<file path="src/rtl/clk_div_mon.sv">
// Monitor for a clock divider output: edge strobes, period/high-time measurement,
// lock detection against the programmed divide value, and a sticky error flag.
module clk_div_mon #(
  parameter int unsigned DW       = 32,
  parameter int unsigned LOCK_CNT = 4
) (
  input  logic          clk,
  input  logic          nrst,
  input  logic [DW-1:0] div,
  input  logic          clk_div,
  input  logic          clr_err,
  output logic          rise_stb,
  output logic          fall_stb,
  output logic [DW-1:0] period,
  output logic [DW-1:0] high_time,
  output logic          meas_valid,
  output logic          locked,
  output logic          err
);

  localparam int unsigned MW = $clog2(LOCK_CNT + 1);

  typedef enum logic [1:0] {StIdle, StMeas, StLocked} state_e;

  state_e        state_q, state_d;
  logic          s0_q, s1_q;
  logic [DW-1:0] cnt_q, cnt_d;
  logic [DW-1:0] hcnt_q, hcnt_d;
  logic          fell_q, fell_d;
  logic [DW-1:0] div_q;
  logic [DW-1:0] period_q, period_d;
  logic [DW-1:0] high_q, high_d;
  logic          mv_q, mv_d;
  logic          locked_q, locked_d;
  logic          err_q, err_d;
  logic [MW-1:0] match_q, match_d;

  logic [DW:0]   exp_p;
  logic [DW-1:0] meas_h;
  logic          chk_en, div_chg, match, timeout, err_evt;

  assign rise_stb   = s0_q & ~s1_q;
  assign fall_stb   = ~s0_q & s1_q;
  assign period     = period_q;
  assign high_time  = high_q;
  assign meas_valid = mv_q;
  assign locked     = locked_q;
  assign err        = err_q;

  assign exp_p   = {1'b0, div_q} << 1;
  assign chk_en  = (div_q != '0);
  assign div_chg = (div != div_q);
  // A rise without an intervening fall has no valid high time.
  assign meas_h  = fell_q ? hcnt_q : '0;
  assign match   = ({1'b0, cnt_q} == exp_p) && (meas_h == div_q);
  assign timeout = chk_en && !rise_stb && ({1'b0, cnt_q} > exp_p);

  always_comb begin
    cnt_d  = (cnt_q == '1) ? cnt_q : cnt_q + 1'b1;
    hcnt_d = hcnt_q;
    fell_d = fell_q;
    if (rise_stb) begin
      cnt_d  = {{(DW-1){1'b0}}, 1'b1};
      fell_d = 1'b0;
    end else if (fall_stb) begin
      hcnt_d = cnt_q;
      fell_d = 1'b1;
    end
  end

  always_comb begin
    state_d  = state_q;
    match_d  = match_q;
    locked_d = locked_q;
    period_d = period_q;
    high_d   = high_q;
    mv_d     = 1'b0;
    err_evt  = 1'b0;
    if (div_chg) begin
      // New divide value: drop the partial measurement and start over.
      state_d  = StIdle;
      match_d  = '0;
      locked_d = 1'b0;
    end else begin
      unique case (state_q)
        StIdle: begin
          if (rise_stb) state_d = StMeas;
        end
        StMeas, StLocked: begin
          if (rise_stb) begin
            period_d = cnt_q;
            high_d   = meas_h;
            mv_d     = 1'b1;
            if (chk_en) begin
              if (!match) begin
                err_evt  = 1'b1;
                match_d  = '0;
                locked_d = 1'b0;
                state_d  = StMeas;
              end else if (state_q == StMeas) begin
                match_d = match_q + 1'b1;
                if (match_q == MW'(LOCK_CNT - 1)) begin
                  state_d  = StLocked;
                  locked_d = 1'b1;
                end
              end
            end
          end else if (timeout) begin
            err_evt  = 1'b1;
            match_d  = '0;
            locked_d = 1'b0;
            state_d  = StIdle;
          end
        end
        default: state_d = StIdle;
      endcase
    end
  end

  always_comb begin
    err_d = err_q;
    if (clr_err) err_d = 1'b0;
    if (err_evt) err_d = 1'b1;
  end

  always_ff @(posedge clk or negedge nrst) begin
    if (!nrst) begin
      state_q  <= StIdle;
      s0_q     <= 1'b0;
      s1_q     <= 1'b0;
      cnt_q    <= '0;
      hcnt_q   <= '0;
      fell_q   <= 1'b0;
      div_q    <= '0;
      period_q <= '0;
      high_q   <= '0;
      mv_q     <= 1'b0;
      locked_q <= 1'b0;
      err_q    <= 1'b0;
      match_q  <= '0;
    end else begin
      state_q  <= state_d;
      s0_q     <= clk_div;
      s1_q     <= s0_q;
      cnt_q    <= cnt_d;
      hcnt_q   <= hcnt_d;
      fell_q   <= fell_d;
      div_q    <= div;
      period_q <= period_d;
      high_q   <= high_d;
      mv_q     <= mv_d;
      locked_q <= locked_d;
      err_q    <= err_d;
      match_q  <= match_d;
    end
  end

endmodule

</file>
<file path="config.mk">
export PLATFORM = sky130hd
export DESIGN_NAME = clk_div_mon
export DESIGN_NICKNAME = d
export VERILOG_FILES = /design/src/rtl/clk_div_mon.sv
export SDC_FILE = /design/constraint.sdc
export NUM_CORES = 1
export LEC_CHECK = 0
export BUFFER_PORTS_ARGS = -buffer_cell sky130_fd_sc_hd__buf_2
export CORE_MARGIN = 2
export CORE_UTILIZATION = 59
export CTS_CLUSTER_SIZE = 12
export DETAILED_ROUTE_END_ITERATION = 8
export PLACE_DENSITY_LB_ADDON = 0.12
export SYNTH_ARGS = -nofsm -noshare
export SYNTH_HDL_FRONTEND = slang
export SYNTH_SLANG_ARGS = --single-unit
</file>
<file path="constraint.sdc">
create_clock -name clk -period 3.3 [get_ports clk]
set_clock_uncertainty 0.1 [all_clocks]
set_input_delay 0.99 -clock clk [delete_from_list [all_inputs] [get_ports clk]]
set_output_delay 0.99 -clock clk [all_outputs]
set_load 0.03 [all_outputs]
</file>
==> impl_table.tex <==
\begin{tabular}{lr}
\hline
Metric & Value \\
\hline
\multicolumn{2}{l}{\textbf{Placement}} \\
Weighted congestion at the end of routability-driven global placement & 0.9517 \\
Count of input and output buffers & 104 \\
Estimated wirelength of the detail-placed design & 17.72 mm \\
Post-Place Cells & 1,108 \\
\multicolumn{2}{l}{\textbf{Layout}} \\
Most common cell after layout, fill and taps aside & sky130\_fd\_sc\_hd\_\_dfrtp\_1 \\
Highest-count cells in the layout ignoring fill and taps & sky130\_fd\_sc\_hd\_\_dfrtp\_1 (167), sky130\_fd\_sc\_hd\_\_buf\_2 (103), sky130\_fd\_sc\_hd\_\_nand2\_1 (96) \\
Number of nets in the finished design & 1,019 \\
Layout cell share with drive strength beyond 1 & 27.80\% \\
Area growth from synthesis to layout & 19.02\% \\
Ant. Diodes & 0 \\
Layout filler cell count & 1,057 \\
Final Non-Filler Cells & 1,141 \\
\multicolumn{2}{l}{\textbf{Timing}} \\
Fin crit period & 3086 ps \\
Total negative setup slack & 0 ps \\
Max transition margin & 50.69\% \\
Hold Slack & 306.6 ps \\
Ratio of final minimum period to clock period & 93.50\% \\
Peak clock frequency supported by timing & 0.3241 GHz \\
RSZ-0062 raised after global routing & false \\
Final hold violation count & 0 \\
Transition time at the pin with the least slew margin & 733.4 ps \\
Final Setup Violations & 0 \\
Final Max Tran Viols & 0 \\
\multicolumn{2}{l}{\textbf{Synth}} \\
Post-synth ARST share & 100.0\% \\
Area contributors post-synth & sky130\_fd\_sc\_hd\_\_dfrtp\_1 (50\%), sky130\_fd\_sc\_hd\_\_mux2\_2 (8.1\%), sky130\_fd\_sc\_hd\_\_ha\_1 (5.7\%), sky130\_fd\_sc\_hd\_\_xnor2\_1 (4.8\%), sky130\_fd\_sc\_hd\_\_nand2\_1 (4.2\%) \\
Most used DFF post-synth & sky130\_fd\_sc\_hd\_\_dfrtp\_1 \\
Register bit count reported by yosys & 171 \\
Post-synthesis average cell area & 10.61 um2 \\
Cell area after synthesis & 8592 um2 \\
Count of mapped cells out of synthesis & 810 \\
Area share of the largest cell type after synthesis & 49.80\% \\
Count of flip-flops with a built-in enable after synthesis & 0 \\
Total nets after synthesis & 885 \\
Cell type with the highest aggregate area in the netlist & sky130\_fd\_sc\_hd\_\_dfrtp\_1 \\
Yosys Warn Count & 0 \\
Count of different cell masters after synthesis & 62 \\
Share of synthesized area occupied by flip-flops and latches & 49.80\% \\
\multicolumn{2}{l}{\textbf{Global routing}} \\
Vias in the first global route & 6,661 \\
Antenna violations before repair & 0 \\
Wire length of the first global-routing pass & 36.87 mm \\
GRT Total Usage & 30.79\% \\
GRT Residual Overflow & 0 \\
Largest net degree at the start of global routing & 65 \\
\multicolumn{2}{l}{\textbf{Die}} \\
Die Span X & 124.7 um \\
Height of the chip & 124.7 um \\
Total Die Area & 15,540 um2 \\
Initial core utilization & 59.80\% \\
Std cell rows & 44 \\
I/O pins & 105 \\
Placeable core area & 14,370 um2 \\
\multicolumn{2}{l}{\textbf{Worst setup path}} \\
Worst R2R Path Depth & 11 \\
Capturing element of the worst setup path & locked\$\_DFFE\_PN0P\_ \\
Critical path launch point type & flip-flop \\
Start of the worst register-to-register path & div\_q[5]\$\_DFF\_PN0\_ \\
Worst EP arrival & 3300 ps \\
CP startpoint & div\_q[5]\$\_DFF\_PN0\_ \\
Reg-to-Reg End & locked\$\_DFFE\_PN0P\_ \\
Setup crit end kind & flip-flop \\
Setup slack of the most critical reg-to-reg path & 210 ps \\
Required time of the critical path & 3520 ps \\
Critical path class & flip-flop to flip-flop \\
Worst-path maximum fanout & 7 \\
\multicolumn{2}{l}{\textbf{Route}} \\
Router iterations before antenna repair & 5 \\
Number of nets with antenna violations after routing & 0 \\
DR DRC count & 0 \\
Number of design-rule violations left by the first detailed-router iteration & 452 \\
Number of vias after detailed routing & 6,699 \\
Total wirelength of the detailed-routed design & 23.23 mm \\
Routed len/inst & 20.35 um \\
Vias per Instance & 5.871 \\
\multicolumn{2}{l}{\textbf{CTS}} \\
Insertion delay of the later-clocked pin in the worst-skew pair & 430 ps \\
Clock Tree Root & sky130\_fd\_sc\_hd\_\_clkbuf\_16 \\
Max H-tree Level & 4 \\
Max Buffers Root-to-Sink & 2 \\
Number of buffers created by CTS & 17 \\
TritonCTS clock tree & done \\
Clk pin slew, worst setup/hold paths & 70 ps \\
Total clock sinks & 171 \\
\multicolumn{2}{l}{\textbf{Worst hold path}} \\
Number of instances on the worst hold path & 0 \\
HP Class & flip-flop to flip-flop \\
\multicolumn{2}{l}{\textbf{Power and ir drop}} \\
Leak Pwr & 5.009 nW \\
Total Power Consumption & 4.919 mW \\
Pwr/cell area & 481.0 nW/um2 \\
Worst VDD drop & 0.3717 mV \\
\multicolumn{2}{l}{\textbf{Status}} \\
Result of the run & complete, no violations \\
\multicolumn{2}{l}{\textbf{Run}} \\
Number of violations of the max-capacitance limit & 0 \\
\hline
\end{tabular}
synth_stat cells (5+ instances only):
master / n
sky130_fd_sc_hd__xnor2_1: 47
sky130_fd_sc_hd__nand4_1: 25
sky130_fd_sc_hd__nand4b_1: 6
sky130_fd_sc_hd__a21oi_1: 16
sky130_fd_sc_hd__nor4_1: 12
sky130_fd_sc_hd__a31o_2: 5
sky130_fd_sc_hd__ha_1: 39
sky130_fd_sc_hd__xor2_1: 26
sky130_fd_sc_hd__nor3_1: 8
sky130_fd_sc_hd__clkbuf_1: 21
sky130_fd_sc_hd__nor4bb_1: 7
sky130_fd_sc_hd__or3_1: 5
sky130_fd_sc_hd__o21ai_0: 54
sky130_fd_sc_hd__dfrtp_1: 171
sky130_fd_sc_hd__nand2_1: 96
sky130_fd_sc_hd__and3_1: 6
sky130_fd_sc_hd__inv_1: 45
sky130_fd_sc_hd__nor2_1: 52
sky130_fd_sc_hd__o22ai_1: 8
sky130_fd_sc_hd__a21o_1: 5
sky130_fd_sc_hd__nand3_1: 26
sky130_fd_sc_hd__buf_2: 8
sky130_fd_sc_hd__mux2_2: 62
flip-flops by register name, indices dropped and copies added (netlist names):
name        cells
cnt_q          32
div_q          32
hcnt_q         32
high_time      32
period         32
match_q         3
state_q         2
err             1
fell_q          1
locked          1
meas_valid      1
s0_q            1
s1_q            1
cells by family after synthesis:
logic type / count (synthesis) / synth area share, %
compound gates: 125 / 9.524
xor+xnor: 73 / 7.441
fa+ha+maj: 39 / 5.679
buf+inv: 75 / 3.393
flops: 171 / 49.80
mux: 65 / 8.475
simple gates: 262 / 15.68
where the power goes:
part / internal, mW / leakage [nW] / total [mW] / switching [mW]
combinational: 0.204 / 2.41 / 0.477 / 0.273
sequential: 2.16 / 2.29 / 2.29 / 0.128
clock: 1.31 / 0.310 / 2.15 / 0.840
total: 3.68 / 5.01 / 4.92 / 1.24
stage by stage:
step | cell area (um2) | setup WS [ps] | util [%]
3_3_place_gp | 9562 | 74.57 | 66.54
2_1_floorplan | 8592 | 523.6 | -
6_report | 10230 | 214.4 | 71.17
4_1_cts | 10200 | 46.82 | 71.01
5_1_grt | 10230 | 19.14 | 71.17
3_5_place_dp | 9562 | 80.88 | 66.54
worst max-delay path, stage by stage, from the launching register on:
cell,delay [ps]
sky130_fd_sc_hd__dfrtp_1,470
sky130_fd_sc_hd__inv_1,70
sky130_fd_sc_hd__ha_1,290
sky130_fd_sc_hd__a21o_1,180
sky130_fd_sc_hd__a21o_1,180
sky130_fd_sc_hd__a221o_1,350
sky130_fd_sc_hd__a2111o_1,480
sky130_fd_sc_hd__a221oi_4,310
sky130_fd_sc_hd__o32a_2,270
sky130_fd_sc_hd__nand2_2,90
sky130_fd_sc_hd__a21oi_2,130
sky130_fd_sc_hd__nor2_1,50
worst min-delay path by stage:
stage	startpoint	to	slack, ps
floorplan	s0_q$_DFF_PN0_	s1_q$_DFF_PN0_	280
global placement	s0_q$_DFF_PN0_	s1_q$_DFF_PN0_	290
detailed placement	s0_q$_DFF_PN0_	s1_q$_DFF_PN0_	300
CTS	s0_q$_DFF_PN0_	s1_q$_DFF_PN0_	310
global route	s0_q$_DFF_PN0_	s1_q$_DFF_PN0_	330
finish	s0_q$_DFF_PN0_	s1_q$_DFF_PN0_	310
area by class of cell:
type	count	area, um2	share of cell area [%]
flip-flops and latches	171	4284	41.89
multi-input cells	564	4045	39.56
repair buffers	144	852.1	8.332
clock buffers	19	452.9	4.429
well taps	184	230.2	2.251
clock inverters	13	188.9	1.848
inverters	46	172.7	1.688
per-layer routing:
| metal | share of wire [%] | vias up | routed length [um] | track usage [%] |
|---|---|---|---|---|
| li1 | - | 3122 | - | - |
| met5 | 0 | - | 0 | 0 |
| met3 | 6.3 | 32 | 1463 | 6.615 |
| met4 | 2.1 | 0 | 493 | 9.187 |
| met1 | 45 | 3310 | 10460 | 43.39 |
| met2 | 47 | 235 | 10810 | 48.41 |
repair_timing:
action / 4_1_cts / 5_1_grt
endpoints found under the setup margin: 0 / 6
buffers inserted: 0 / 1
hold buffers: 0 / 0
resized for setup: 0 / 5
No activity file was read; power rests on OpenSTA's default activity.
